`config.mk`:
```
export PLATFORM = sky130hd
export DESIGN_NAME = spi_tx_sched
export DESIGN_NICKNAME = d
export VERILOG_FILES = /design/src/rtl/spi_tx_sched.sv
export SDC_FILE = /design/constraint.sdc
export NUM_CORES = 1
export LEC_CHECK = 0
export BUFFER_PORTS_ARGS = -buffer_cell sky130_fd_sc_hd__buf_2
export CAP_MARGIN = 25
export CORE_AREA = 5 5 177 179
export DETAILED_ROUTE_END_ITERATION = 8
export DIE_AREA = 0 0 182 184
export GPL_ROUTABILITY_DRIVEN = 0
export PLACE_DENSITY = 0.53
export SKIP_CTS_REPAIR_TIMING = 1
export SLEW_MARGIN = 20
export SYNTH_ARGS = -nofsm -noshare
export SYNTH_HDL_FRONTEND = slang
export SYNTH_SLANG_ARGS = --single-unit
```
`constraint.sdc`:
```
create_clock -name clk -period 2.57 [get_ports clk]
set_input_delay 0.3855 -clock clk [delete_from_list [all_inputs] [get_ports clk]]
set_output_delay 0.3855 -clock clk [all_outputs]
set_load 0.01 [all_outputs]
```
`src/rtl/spi_tx_sched.sv`:
```
// Packet scheduler and command decoder for the SPI slave link.
// Picks the next 128-bit Tx packet from the trace and aux sources, and decodes the host command frames.
module spi_tx_sched #(
  parameter int           SYNC_STAGES = 2,
  parameter logic [127:0] IDLE_PKT    = {16'hA5A5, 112'h0}
) (
  input  logic         clk,
  input  logic         rst,
  input  logic         TxGetNext,
  input  logic         PktComplete,
  input  logic [31:0]  RxedFrame,
  output logic [127:0] Tx_packet,
  input  logic [127:0] trace_data,
  input  logic         trace_valid,
  output logic         trace_ready,
  input  logic [127:0] aux_data,
  input  logic         aux_valid,
  output logic         aux_ready,
  output logic         trace_en,
  output logic         aux_en,
  output logic [15:0]  sent_cnt,
  output logic [15:0]  idle_cnt,
  output logic         cmd_err
);

  typedef enum logic [1:0] {ST_IDLE, ST_ARB, ST_LOAD} tx_state_t;
  typedef enum logic [1:0] {GR_NONE, GR_TRACE, GR_AUX} grant_t;

  logic [SYNC_STAGES-1:0] get_sync;
  logic [SYNC_STAGES-1:0] pc_sync;
  logic                   get_hist;
  logic                   pc_hist;
  logic                   armed;
  logic                   get_evt;
  logic                   pc_evt;

  tx_state_t state, state_nxt;
  grant_t    grant_q, grant_nxt;
  logic      pending, pending_nxt;
  logic      pend_drop;
  logic      last_grant_trace;
  logic      trace_elig;
  logic      aux_elig;

  logic [31:0] cmd_frame;
  logic        cmd_valid;
  logic        cmd_hdr_ok;
  logic [3:0]  cmd_op;
  logic        cmd_set_en;
  logic        cmd_clear;
  logic        cmd_bad;
  logic        unused_cmd_bits;

  logic load_src;
  logic load_idle;

  // The synchronisers keep sampling through reset so the history flop
  // already holds the real toggle level by the time armed is set.
  always_ff @(posedge clk) begin
    get_sync <= {get_sync[SYNC_STAGES-2:0], TxGetNext};
    pc_sync  <= {pc_sync[SYNC_STAGES-2:0], PktComplete};
    get_hist <= get_sync[SYNC_STAGES-1];
    pc_hist  <= pc_sync[SYNC_STAGES-1];
  end

  always_ff @(posedge clk or negedge rst) begin
    if (!rst) armed <= 1'b0;
    else      armed <= 1'b1;
  end

  assign get_evt = armed & (get_sync[SYNC_STAGES-1] ^ get_hist);
  assign pc_evt  = armed & (pc_sync[SYNC_STAGES-1] ^ pc_hist);

  assign trace_elig = trace_valid & trace_en;
  assign aux_elig   = aux_valid & aux_en;

  always_ff @(posedge clk or negedge rst) begin
    if (!rst) begin
      state   <= ST_IDLE;
      grant_q <= GR_NONE;
      pending <= 1'b0;
    end else begin
      state   <= state_nxt;
      grant_q <= grant_nxt;
      pending <= pending_nxt;
    end
  end

  // A request arriving while busy is parked in pending; a second one is dropped.
  always_comb begin
    state_nxt   = state;
    grant_nxt   = grant_q;
    pending_nxt = pending;
    pend_drop   = 1'b0;
    case (state)
      ST_IDLE: begin
        if (pending) begin
          state_nxt   = ST_ARB;
          pending_nxt = get_evt;
        end else if (get_evt) begin
          state_nxt = ST_ARB;
        end
      end
      ST_ARB: begin
        state_nxt = ST_LOAD;
        if (trace_elig && aux_elig)
          grant_nxt = last_grant_trace ? GR_AUX : GR_TRACE;
        else if (trace_elig)
          grant_nxt = GR_TRACE;
        else if (aux_elig)
          grant_nxt = GR_AUX;
        else
          grant_nxt = GR_NONE;
      end
      ST_LOAD: begin
        state_nxt = ST_IDLE;
      end
      default: begin
        state_nxt = ST_IDLE;
      end
    endcase
    if (state != ST_IDLE && get_evt) begin
      if (pending) pend_drop   = 1'b1;
      else         pending_nxt = 1'b1;
    end
  end

  assign trace_ready = (state == ST_LOAD) && (grant_q == GR_TRACE);
  assign aux_ready   = (state == ST_LOAD) && (grant_q == GR_AUX);
  assign load_src    = (state == ST_LOAD) && (grant_q != GR_NONE);
  assign load_idle   = (state == ST_LOAD) && (grant_q == GR_NONE) && trace_en;

  // The frame is captured on the event cycle and acted on one cycle later.
  always_ff @(posedge clk or negedge rst) begin
    if (!rst) begin
      cmd_valid <= 1'b0;
      cmd_frame <= 32'h0;
    end else begin
      cmd_valid <= pc_evt;
      if (pc_evt) cmd_frame <= RxedFrame;
    end
  end

  assign cmd_hdr_ok      = (cmd_frame[31:28] == 4'hA);
  assign cmd_op          = cmd_frame[27:24];
  assign cmd_set_en      = cmd_valid && cmd_hdr_ok && (cmd_op == 4'd1);
  assign cmd_clear       = cmd_valid && cmd_hdr_ok && (cmd_op == 4'd2);
  assign cmd_bad         = cmd_valid && (!cmd_hdr_ok || (cmd_op > 4'd2));
  assign unused_cmd_bits = ^cmd_frame[23:2];

  always_ff @(posedge clk or negedge rst) begin
    if (!rst) begin
      Tx_packet        <= IDLE_PKT;
      last_grant_trace <= 1'b0;
    end else if (state == ST_LOAD) begin
      case (grant_q)
        GR_TRACE: begin
          Tx_packet        <= trace_data;
          last_grant_trace <= 1'b1;
        end
        GR_AUX: begin
          Tx_packet        <= aux_data;
          last_grant_trace <= 1'b0;
        end
        default: Tx_packet <= IDLE_PKT;
      endcase
    end
  end

  // A clear command takes priority over any increment or error landing in the same cycle.
  always_ff @(posedge clk or negedge rst) begin
    if (!rst) begin
      trace_en <= 1'b0;
      aux_en   <= 1'b0;
      sent_cnt <= 16'h0;
      idle_cnt <= 16'h0;
      cmd_err  <= 1'b0;
    end else begin
      if (cmd_set_en) begin
        trace_en <= cmd_frame[0];
        aux_en   <= cmd_frame[1];
      end
      if (cmd_clear) begin
        sent_cnt <= 16'h0;
        idle_cnt <= 16'h0;
        cmd_err  <= 1'b0;
      end else begin
        if (load_src && sent_cnt != 16'hFFFF)  sent_cnt <= sent_cnt + 16'd1;
        if (load_idle && idle_cnt != 16'hFFFF) idle_cnt <= idle_cnt + 16'd1;
        if (cmd_bad || pend_drop)              cmd_err  <= 1'b1;
      end
    end
  end

endmodule

```
==> results.json <==
{
  "antenna_found_initial": 3,
  "totalWireLength_mm": 31.1,
  "pwr-share-clk_pct": 36.5,
  "tightestPinTransition_ps": 760,
  "tns_ps": 0,
  "combPwrFrac_pct": 16.0,
  "overflow": 0,
  "ys_warn_count": 0,
  "io_buffers": 436,
  "power_mw": 6.90,
  "ant_nets": 0,
  "final_common_cell": "buf_2",
  "ff2ff_setup_slack_ps": 200,
  "ys_seq_elements": 187,
  "p_switching_mw": 2.09,
  "vias": 7893,
  "synth_enable_flop_cells": 0,
  "grt_pass1_vias": 7903,
  "p_int_mw": 4.81,
  "syn_area_per_cell_um2": 11.3,
  "rr_endpoint": "idle_cnt[15]",
  "root_buffer": "clkbuf_16",
  "clk_latency_ps": 430,
  "synthCells": 719,
  "status": "finished with violations",
  "crit_end": "idle_cnt[15]",
  "hold_violations": 0,
  "via_per_inst": 5.10,
  "pre_cts_slack_ps": 152,
  "coreArea_um2": 29400,
  "p_per_area_nw_per_um2": 606,
  "hold_depth": 1,
  "setup_slack_ps": 196,
  "final_cell_mix": "buf_2, dfrtp_1, inv_1, a222oi_1, a21oi_1",
  "path_clk_slew_ps": 80,
  "min_period_over_period_pct": 92.4,
  "endpoint_kind": "register",
  "drtIter0Drc": 969,
  "die_h_um": 184,
  "ctsHtreeMaxLevel": 4,
  "final-setup-viol-count": 0,
  "yosysTopAreaCell": "dfrtp_1",
  "cts.path.max_buffers": 2,
  "die_width_um": 182,
  "die_area_um2": 33500,
  "n_fill_cell": 2953,
  "final_cells": 1548,
  "crit_required_ps": 2920,
  "io_pins": 459,
  "crit_type": "register to register",
  "skew_ps": 19.4,
  "drc_errors": 23,
  "worstSetupStartpointType": "register",
  "grt_util_all_layers_pct": 17.4,
  "start_util_pct": 27.6,
  "fmax_ghz": 0.421,
  "hpwl_mm": 23.3,
  "cap_violations": 0,
  "worstReg2RegStart": "grant_q[0]",
  "wire_per_inst_um": 20.1,
  "synthArstFlopShare_pct": 96.8,
  "leakagePower_nw": 6.70,
  "syn_to_final_growth_pct": 40.1,
  "rows": 63,
  "fin_nets": 1441,
  "violations": "DRC",
  "ir_worst_vdd_mv": 0.398,
  "pwr-share-seq_pct": 47.6,
  "grt_max_degree": 125,
  "cts_buffers": 17,
  "dpl.cell_count": 1512,
  "synth-main-ff-cell": "dfrtp_1",
  "synth_cell_types": 61,
  "rsz0062_at_grt": "no",
  "drive_gt1_share_pct": 45.5,
  "tritoncts": "built",
  "swShare_pct": 30.3,
  "synthTopCellsByArea": "dfrtp_1, a222oi_1, inv_1",
  "seq_area_frac_synth_pct": 57.4,
  "max_slew_margin_pct": 49.3,
  "clock_sinks": 187,
  "grt_pass1_wl_mm": 45.7,
  "hp-class": "primary input to register",
  "syn_area_um2": 8120,
  "drtPass1Iterations": 9,
  "r2r_cells": 6,
  "hold_start": "PktComplete",
  "crit_start": "grant_q[0]",
  "worstPathMaxFanout": 8,
  "min_period_ps": 2370,
  "yosys.area.top_type_share_pct": 53.3,
  "crit_arrival_ps": 2730,
  "syn_nets": 1018,
  "slew_violations": 0
}
==> routing by layer <==
layer  wire (um)  vias up  GRT usage [%]
li1            -     3612              -
met1       12200     3891           22.2
met2       15900      355           29.3
met3        2550       33           4.73
met4         512        2           4.95
met5          13        -              0
==> final cells by class <==
class | count | area, um^2 | share of cell area (%)
flip-flops and latches | 187 | 4660 | 41.0
clock inverters | 14 | 111 | 0.979
multi-input cells | 346 | 2760 | 24.2
clock buffers | 18 | 429 | 3.77
inverters | 130 | 488 | 4.29
repair buffers | 460 | 2440 | 21.4
well taps | 390 | 488 | 4.29
diodes | 3 | 7.51 | 0.0660
==> cells by family after synthesis <==
family / count (synthesis) / share of synthesized area [%]
DFF: 187 / 57.4
and+or+nand+nor: 115 / 8.75
buffers and inverters: 186 / 8.86
adders and majority gates: 5 / 0.770
AOI/OAI and AO/OA: 209 / 22.1
muxes: 14 / 1.91
other: 1 / 0.0462
xor gates and xnor gates: 2 / 0.216
==> cell usage after synthesis (3+ instances only) <==
cell type	instances
dfrtp_1	173
inv_1	130
a222oi_1	120
clkbuf_1	49
a21oi_1	26
nand2_1	20
or4_1	16
o31ai_1	15
nor2_1	13
mux2_2	12
nand4_1	11
nand3_1	9
o21ai_0	9
a22oi_1	8
a31oi_1	8
dfstp_2	8
dfxtp_1	6
and3_1	5
ha_1	5
nor3_1	5
nor4_1	5
or3_1	5
o21a_1	4
o311ai_0	4
and4_1	3
o2111ai_1	3
or2_2	3
==> power groups by stage <==
stage                     sequential, mW  clock, mW  combinational [mW]
after detailed placement            3.34          0                1.11
after global placement              3.33          0                1.10
after global routing                3.30       2.74                1.20
after CTS                           3.28       2.62                1.12
after floorplan                     3.32          0               0.565
final                               3.28       2.52                1.10
==> worst min-delay path by stage <==
stage	endpoint	slack [ps]
CTS	cmd_frame[28]	-80
detailed placement	get_sync[1]	310
global route	pc_sync[0]	30
global placement	pc_sync[1]	310
floorplan	Tx_packet[0]	90
finish	pc_sync[0]	60
==> sequential cells by signal, indices dropped and copies added, names as in the netlist, 2 cells and up <==
| name | cells |
|---|---|
| pc_sync | 2 |
| state | 2 |
| get_sync | 2 |
| cmd_frame | 10 |
| sent_cnt | 16 |
| idle_cnt | 16 |
| grant_q | 2 |
| Tx_packet | 128 |
==> critical path, stage by stage, from the launching register on <==
cell and delay, ps:
dfrtp_1 400, inv_1 110, ha_2 280, nand4b_4 160
or4_1 650, or4_1 540, a21oi_1 160
==> stage by stage <==
step	hold slack [ps]	instance area [um^2]	utilization, %
6_report	61.8	11400	38.7
3_3_place_gp	313	10800	36.8
4_1_cts	-82.2	11400	38.6
2_1_floorplan	89.9	8120	-
3_5_place_dp	312	10800	36.8
5_1_grt	28.9	11400	38.7
Power figures use the tool's default switching activity.
